--- src/rtl/addsub_rr_scheduler.sv ---
// Round-robin scheduler sharing one add/subtract datapath among NUM_REQ requesters.
// Optional statistics counters (ops_count, stall_count) are built when ADDSUB_SCHED_STATS_EN is defined.
module addsub_rr_scheduler #(
    parameter  int NUM_REQ = 4,
    parameter  int WIDTH   = 8,
    localparam int ID_W    = $clog2(NUM_REQ)
) (
    input  logic                     clk,
    input  logic                     rst_n,
    input  logic [NUM_REQ-1:0]       req_valid,
    output logic [NUM_REQ-1:0]       req_ready,
    input  logic [NUM_REQ*WIDTH-1:0] req_a,
    input  logic [NUM_REQ*WIDTH-1:0] req_b,
    input  logic [NUM_REQ-1:0]       req_ctrl,
    output logic                     rsp_valid,
    input  logic                     rsp_ready,
    output logic [WIDTH:0]           rsp_y,
    output logic                     rsp_cout,
`ifdef ADDSUB_SCHED_STATS_EN
    output logic [15:0]              ops_count,
    output logic [15:0]              stall_count,
`endif
    output logic [ID_W-1:0]          rsp_id
);

    typedef enum logic {
        EMPTY = 1'b0,
        FULL  = 1'b1
    } state_t;

    state_t          state_q, state_d;
    logic [ID_W-1:0] ptr_q, ptr_d;
    logic [WIDTH:0]  rspY_q, rspY_d;
    logic            rspCout_q, rspCout_d;
    logic [ID_W-1:0] rspId_q, rspId_d;

    logic             slotFree;
    logic             grantFound;
    logic [ID_W-1:0]  grantIdx;
    logic             accept;
    int               arbIdx;

    logic [WIDTH-1:0] opA [NUM_REQ];
    logic [WIDTH-1:0] opB [NUM_REQ];
    logic [WIDTH-1:0] selA, selB, bEff, sum;
    logic             selCtrl;
    logic [WIDTH:0]   carry;
    logic [WIDTH:0]   result;

    genvar g;
    generate
        for (g = 0; g < NUM_REQ; g++) begin : gUnpack
            assign opA[g] = req_a[g*WIDTH +: WIDTH];
            assign opB[g] = req_b[g*WIDTH +: WIDTH];
        end
    endgenerate

    assign rsp_valid = (state_q == FULL);
    assign slotFree  = (state_q == EMPTY) | (rsp_valid & rsp_ready);

    // Scan requesters starting at the pointer, wrapping around; first valid one wins.
    always_comb begin
        grantFound = 1'b0;
        grantIdx   = '0;
        arbIdx     = 0;
        for (int k = 0; k < NUM_REQ; k++) begin
            arbIdx = int'(ptr_q) + k;
            if (arbIdx >= NUM_REQ) begin
                arbIdx = arbIdx - NUM_REQ;
            end
            if (!grantFound && req_valid[ID_W'(arbIdx)]) begin
                grantFound = 1'b1;
                grantIdx   = ID_W'(arbIdx);
            end
        end
    end

    assign accept = grantFound & slotFree;

    always_comb begin
        req_ready = '0;
        if (accept) begin
            req_ready[grantIdx] = 1'b1;
        end
    end

    assign selA    = opA[grantIdx];
    assign selB    = opB[grantIdx];
    assign selCtrl = req_ctrl[grantIdx];

    // Ripple-carry adder; subtraction inverts B and injects a carry-in of one.
    always_comb begin
        bEff     = selB ^ {WIDTH{selCtrl}};
        sum      = '0;
        carry    = '0;
        carry[0] = selCtrl;
        for (int i = 0; i < WIDTH; i++) begin
            sum[i]     = selA[i] ^ bEff[i] ^ carry[i];
            carry[i+1] = (selA[i] & bEff[i]) | (carry[i] & (selA[i] ^ bEff[i]));
        end
    end

    assign result = {carry[WIDTH] ^ selCtrl, sum};

    always_comb begin
        state_d   = state_q;
        ptr_d     = ptr_q;
        rspY_d    = rspY_q;
        rspCout_d = rspCout_q;
        rspId_d   = rspId_q;

        if (accept) begin
            rspY_d    = result;
            rspCout_d = carry[WIDTH];
            rspId_d   = grantIdx;
            ptr_d     = (grantIdx == ID_W'(NUM_REQ - 1)) ? '0 : grantIdx + 1'b1;
        end

        case (state_q)
            EMPTY: begin
                if (accept) begin
                    state_d = FULL;
                end
            end
            FULL: begin
                if (rsp_ready && !accept) begin
                    state_d = EMPTY;
                end
            end
            default: state_d = EMPTY;
        endcase
    end

    always_ff @(posedge clk or negedge rst_n) begin
        if (!rst_n) begin
            state_q   <= EMPTY;
            ptr_q     <= '0;
            rspY_q    <= '0;
            rspCout_q <= 1'b0;
            rspId_q   <= '0;
        end else begin
            state_q   <= state_d;
            ptr_q     <= ptr_d;
            rspY_q    <= rspY_d;
            rspCout_q <= rspCout_d;
            rspId_q   <= rspId_d;
        end
    end

    assign rsp_y    = rspY_q;
    assign rsp_cout = rspCout_q;
    assign rsp_id   = rspId_q;

`ifdef ADDSUB_SCHED_STATS_EN
    logic [15:0] opsCount_q;
    logic [15:0] stallCount_q;

    // Both counters stick at all-ones rather than wrapping.
    always_ff @(posedge clk or negedge rst_n) begin
        if (!rst_n) begin
            opsCount_q   <= '0;
            stallCount_q <= '0;
        end else begin
            if (accept && opsCount_q != 16'hFFFF) begin
                opsCount_q <= opsCount_q + 16'd1;
            end
            if (rsp_valid && !rsp_ready && stallCount_q != 16'hFFFF) begin
                stallCount_q <= stallCount_q + 16'd1;
            end
        end
    end

    assign ops_count   = opsCount_q;
    assign stall_count = stallCount_q;
`endif

endmodule

--- config.mk ---
export PLATFORM = sky130hd
export DESIGN_NAME = addsub_rr_scheduler
export DESIGN_NICKNAME = d
export VERILOG_FILES = /design/src/rtl/addsub_rr_scheduler.sv
export SDC_FILE = /design/constraint.sdc
export NUM_CORES = 1
export LEC_CHECK = 0
export CAP_MARGIN = 20
export CORE_ASPECT_RATIO = 1.1
export CORE_MARGIN = 4
export CORE_UTILIZATION = 38
export DETAILED_ROUTE_END_ITERATION = 16
export PLACE_DENSITY_LB_ADDON = 0.1
export SLEW_MARGIN = 25
export SYNTH_ARGS = -nofsm -noshare
export SYNTH_HDL_FRONTEND = slang
export SYNTH_SLANG_ARGS = --single-unit
--- constraint.sdc ---
create_clock -name clk -period 6.3 [get_ports clk]
set_input_delay 1.26 -clock clk [delete_from_list [all_inputs] [get_ports clk]]
set_output_delay 1.26 -clock clk [all_outputs]
set_load 0.01 [all_outputs]
==> results of run 1 <==
worst paths after layout:
kind / startpoint / to / depth (start not counted)
min in group asynchronous: rst_n / rsp_valid$_DFF_PN0_ / 1
worst max register to register: ptr_q[0]$_DFFE_PN0P_ / rsp_y[7]$_DFFE_PN0P_ / 19
worst min-delay path: rsp_y[5]$_DFFE_PN0P_ / rsp_y[5]$_DFFE_PN0P_ / 2
max in group asynchronous: rst_n / rsp_cout$_DFFE_PN0P_ / 1
worst max-delay path: req_valid[2] / rsp_y[7]$_DFFE_PN0P_ / 20
worst min register to register: rsp_y[5]$_DFFE_PN0P_ / rsp_y[5]$_DFFE_PN0P_ / 2
per-layer routing:
layer  GRT usage (%)  vias to the layer above  share of wire [%]
li1                -                      773                  -
met1            16.9                      661                 40
met2            29.7                       57                 52
met3            3.43                        4                7.4
met4            3.83                        0               0.60
met5               0                        -                  0
logic make-up (layout without fill, tap and decap cells):
group | count (synthesis) | after routing
buffers and inverters | 25 | 124
XOR/XNOR | 9 | 9
adder cells (fa/ha/maj) | 11 | 11
flip-flops | 15 | 15
multiplexers | 29 | 29
AO/OA/AOI/OAI | 45 | 45
AND/OR/NAND/NOR | 35 | 35
timing repair:
action | 4_1_cts | 5_1_grt
gates resized for setup | 0 | 0
endpoints found under the hold margin | 0 | 0
setup endpoints to repair | 0 | 2
setup buffers | 0 | 2
cells in the mapped netlist, types with 5 or more instances:
cell | instances | area share [%]
mux2i_1 | 18 | 11
xor2_1 | 6 | 3.3
inv_1 | 13 | 3.1
and2b_1 | 5 | 2.4
nor2_1 | 5 | 1.2
nand2_1 | 15 | 3.5
a21oi_1 | 12 | 3.8
o21ai_0 | 8 | 2.5
clkbuf_1 | 5 | 1.2
a211oi_1 | 9 | 4.3
fa_1 | 7 | 8.8
o21ai_1 | 7 | 2.2
mux2_2 | 10 | 7.1
dfrtp_1 | 15 | 24
worst max-delay path: stages:
cell and delay (ns):
clkdlybuf4s50_1 0.49, or2b_1 0.24, a21oi_2 0.19, a211oi_4 0.08
buf_12 0.16, buf_4 0.15, nand2b_1 0.14, a22o_2 0.22
mux2_4 0.28, fa_1 0.37, fa_1 0.39, fa_1 0.37
inv_1 0.08, fa_1 0.15, inv_1 0.05, fa_1 0.38
fa_1 0.41, inv_1 0.08, fa_1 0.40, mux2_2 0.26
stage by stage:
stage	TNS [ns]	instances	worst slack (ns)	utilization (%)	hold WS, ns
2_1_floorplan	0	169	0.706	-	0.485
3_3_place_gp	-0.00545	314	-0.00545	64.4	0.460
3_5_place_dp	-0.148	314	-0.148	64.4	0.471
4_1_cts	0	318	0.119	65.5	0.483
5_1_grt	0	320	0.0467	66.2	0.502
6_report	0	320	0.258	66.2	0.474
registers in the layout (all words and copies together) (netlist names):
signal and flops:
rsp_valid 1, ptr_q 2, rsp_y 9, rsp_id 2, rsp_cout 1
cell type report:
class | instances | share of cell area (%)
clock buffers | 4 | 1.70
repair buffers | 106 | 39.2
multi-input cells | 129 | 40.5
flip-flops and latches | 15 | 14.2
inverters | 14 | 1.99
well taps | 52 | 2.46
report_power, final:
group	leakage (nW)	switching [mW]	total (mW)	internal [mW]
Combinational	0.919	0.355	0.763	0.408
Clock	0.0228	0.0328	0.0776	0.0448
Sequential	0.178	0.0303	0.175	0.145
==> impl_metrics.toml, run 1 <==
[outcome]
status = "finished, final reports clean"

[power]
p_leak_nw = 1.12
peakVddDrop_mv = 0.175
power_density_nw_per_um2 = 384
p_total_mw = 1.02

[clocking]
cts_tree = "built"
cts_sinks = 15
clockBufferDepth = 2
clk_latency_ns = 0.25
htree_levels = 1
numCtsBuffers = 3
clk_pin_slew_worst_paths_ns = 0.06
root_buffer = "clkbuf_8"
hold_buffers = 0

[synth]
muxShareOfSynthArea_pct = 19.4
synth_sequential_area_ratio_pct = 23.6
syn_nets = 255
synth_cells = 169
synth.avg_cell_area_sq_um = 9.40
yosys_warnings = 0
synthDistinctLibCells = 32
netlist_area_sq_um = 1590
ys_ff_latch = 15
synth_top_family_by_area = "multiplexers"
synth-simple-area-share_pct = 11.1
synthAdderAreaFrac_pct = 12.0
synth-compound-area-share_pct = 19.3
synthFlopType = "dfrtp_1"
synth_edf_count = 0
synthArstFlopShare_pct = 100
synth_xor_area_share_pct = 4.96

[sta]
fin_skew_ns = 0.00475
setup_viol = 0
relSlewSlack_pct = 51.2
period_needed_ns = 6.04
worst_slew_pin_slew_ns = 0.729
max_freq_mhz = 166
post-route-period-util_pct = 95.9
hold_viol = 0
rsz0062_at_grt = "no"
slew_violations = 0

[detailed_routing]
vias_per_cell = 4.67
drc = 0
wl_per_cell_um = 12.5
wirelength_um = 3990
firstDrtPassIters = 4
drt_iter0_markers = 54
ant_nets = 0
via_count = 1495

[placement]
portBuffers = 91
hpwlAfterDp_um = 3540
place_area_sq_um = 2570
place_congestion = 0.738

[layout]
drive_gt1_share_pct = 13.8
antennaDiodeCount = 0
num-fill-cells = 360
mostFrequentLayoutCells = "clkdlybuf4s50_1, mux2i_1, nand2_1, dfrtp_1, buf_4"
register_area_sq_um = 375
syn_to_final_growth_pct = 66.6
layout_commonest_cell = "clkdlybuf4s50_1"
multi_input_area_sq_um = 1070
nets = 355
design_area_sq_um = 2650

[global_routing]
antenna_found_initial = 0
grt_max_degree = 20
grt_pass1_wl_um = 6510
grt_overflow = 0
grt_pass1_vias = 1512
grt_use_total_pct = 15.2

[worst_setup_path]
cp-end-kind = "flop"
crit_required_ns = 6.43
crit_type = "primary input to flop"
start_kind = "primary input"
worstPathArrival_ns = 6.17
critical_path.max_fanout = 11
reg2reg_slack_ns = 1.39

[floorplanning]
io_pins = 92
start_util_pct = 39.8
core_area_sq_um = 3990
die-area_sq_um = 5280
die_width_um = 69.6
num_rows = 24
die_h_um = 75.8

[min_path]
min_path_type = "flop to flop"

[flow_run]
drv_cap = 0
Power figures use the tool's default switching activity.
==> inputs of run 2 (changes only) <==
REMOVE_ABC_BUFFERS = 1   (was not set)
==> run 2 against run 1 <==
Net effect:
- worst setup slack improved by 0.023 ns
- routed wire length fell by 0.93%
- critical endpoint unchanged
- flip-flop and latch count did not move
- maximum frequency rose by 0.38%
- sequential power barely moved
- largest cell class unchanged
- cell count rose by 0.63%
- largest power group unchanged
==> impl_metrics.toml, run 2 (synthesized netlist as in run 1, its figures left out) <==
[global_routing]
grt_pass1_wl_um = 6490
grt_pass1_vias = 1474
grt_overflow = 0
antenna_found_initial = 0
grt_use_total_pct = 15.1
grt_max_degree = 27

[floorplanning]
start_util_pct = 39.8
die-area_sq_um = 5280
io_pins = 92
num_rows = 24
die_width_um = 69.6
core_area_sq_um = 3990
die_h_um = 75.8

[detailed_routing]
drt_iter0_markers = 24
drc = 0
via_count = 1514
drt-met1-wl_um = 1560
wl_per_cell_um = 12.3
highest-signal-layer = "met4"
vias_per_cell = 4.70
firstDrtPassIters = 3
wirelength_um = 3950
ant_nets = 0
met3_length_um = 261
routed-wl-met2_um = 2110

[layout]
mostFrequentLayoutCells = "clkdlybuf4s50_1, mux2i_1, buf_4, nand2_1, dfrtp_1"
drive_gt1_share_pct = 15.2
nets = 357
syn_to_final_growth_pct = 67.6
final_core_util_pct = 66.6
instances_no_fill = 322
largest_reg_flops = 9
design_area_sq_um = 2660
antennaDiodeCount = 0
layout_commonest_cell = "clkdlybuf4s50_1"

[worst_setup_path]
path_cells = "clkdlybuf4s50_1, or2b_1, a21oi_2, a211oi_4, buf_4, buf_4, buf_4, a211oi_2, a21oi_1, xor2_1, fa_1, fa_1, fa_1, inv_1, fa_1, inv_1, fa_1, fa_1, inv_1, fa_1, mux2_2"
crit_path_top_delay_cell = "clkdlybuf4s50_1"
reg2reg_slack_ns = 1.43
crit_cells = 21
max_stage_delay_ns = 0.49
cp-end-kind = "flop"
cp_top_family = "adder cells"
rr_worst_depth = 20
crit_required_ns = 6.44
path_buf_inv = 7
regToRegEndpoint = "rsp_y[7]$_DFFE_PN0P_"
crit_end = "rsp_y[7]$_DFFE_PN0P_"
start_kind = "primary input"
cpMostUsedCell = "fa_1"
r2r_start = "ptr_q[0]$_DFFE_PN0P_"
critical_path.max_fanout = 13
crit_path_start = "req_valid[2]"
worstPathArrival_ns = 6.16
crit_type = "primary input to flop"

[clocking]
clk_pin_slew_worst_paths_ns = 0.07
htree_levels = 1
clockBufferDepth = 2
clk_latency_ns = 0.25
hold_buffers = 0
root_buffer = "clkbuf_8"
cts_sinks = 15
numCtsBuffers = 3
cts_tree = "built"

[placement]
place_congestion = 0.781
place_area_sq_um = 2570
hpwlAfterDp_um = 3350
place_inst = 313
portBuffers = 91
pre_cts_slack_ns = -0.0357

[power]
peakVddDrop_mv = 0.168
p_leak_nw = 1.13
power_density_nw_per_um2 = 370

[sta]
slew_violations = 0
fin_skew_ns = 0.00175
post-route-period-util_pct = 95.5
setup_viol = 0
hold_viol = 0
finalWorstSetupSlack_ns = 0.281
rsz0062_at_grt = "no"
relSlewSlack_pct = 52.8
max_freq_mhz = 166
worst_slew_pin_slew_ns = 0.705
period_needed_ns = 6.02

[flow_run]
drv_cap = 0

[min_path]
min_path_type = "flop to flop"
hold_depth = 2

[outcome]
status = "finished, final reports clean"
run 2: cell types whose count changed in the layout (fill, tap and decap cells not counted), sizes merged:
cell	change
buf	+2
clkbuf	-1
clkinv	+1
run 2: where the power goes:
group | switching (mW) | internal [mW]
logic | 0.337 | 0.394
clock network | 0.0360 | 0.0438
registers | 0.0292 | 0.144
run 2: repair_timing:
action / 4_1_cts / 5_1_grt
buffers inserted: 0 / 5
resized for setup: 0 / 1
setup endpoints to repair: 0 / 1
run 2: per-layer routing:
metal	up-vias	track usage (%)
met5	-	0
met2	46	29.8
li1	780	-
met3	4	3.30
met1	684	17.1
met4	0	2.98
run 2: cell type report:
class	instances	area (sq um)
inverters	14	52.6
flip-flops and latches	15	375
fillers	360	1330
repair buffers	108	1040
clock inverters	1	5.00
multi-input cells	129	1080
well taps	52	65.1
clock buffers	3	41.3
run 2: worst reg2reg max path: stages, from the launching register on:
cell	delay (ns)
dfrtp_1	0.41
nand2b_1	0.19
a21oi_2	0.18
a211oi_4	0.05
buf_4	0.17
buf_4	0.15
buf_4	0.19
a211oi_2	0.22
a21oi_1	0.08
xor2_1	0.17
fa_1	0.41
fa_1	0.38
fa_1	0.37
inv_1	0.07
fa_1	0.16
inv_1	0.05
fa_1	0.38
fa_1	0.39
inv_1	0.07
fa_1	0.40
mux2_2	0.26
run 2: through the flow:
step / power [mW] / hold slack (ns) / TNS [ns]
floorplan: 0.645 / 0.485 / -0.454
global placement: 0.892 / 0.461 / 0
detailed placement: 0.902 / 0.470 / -0.0357
CTS: 0.983 / 0.485 / 0
global route: 1.10 / 0.504 / 0
finish: 0.985 / 0.480 / 0
run 2: worst min-delay path by stage:
stage | from | endpoint | slack (ns)
2_1_floorplan | ptr_q[0]$_DFFE_PN0P_ | ptr_q[0]$_DFFE_PN0P_ | 0.48
3_3_place_gp | rsp_y[0]$_DFFE_PN0P_ | rsp_y[0]$_DFFE_PN0P_ | 0.46
3_5_place_dp | rsp_id[1]$_DFFE_PN0P_ | rsp_id[1]$_DFFE_PN0P_ | 0.47
4_1_cts | rsp_id[1]$_DFFE_PN0P_ | rsp_id[1]$_DFFE_PN0P_ | 0.48
5_1_grt | rsp_y[3]$_DFFE_PN0P_ | rsp_y[3]$_DFFE_PN0P_ | 0.50
6_report | rsp_id[1]$_DFFE_PN0P_ | rsp_id[1]$_DFFE_PN0P_ | 0.48
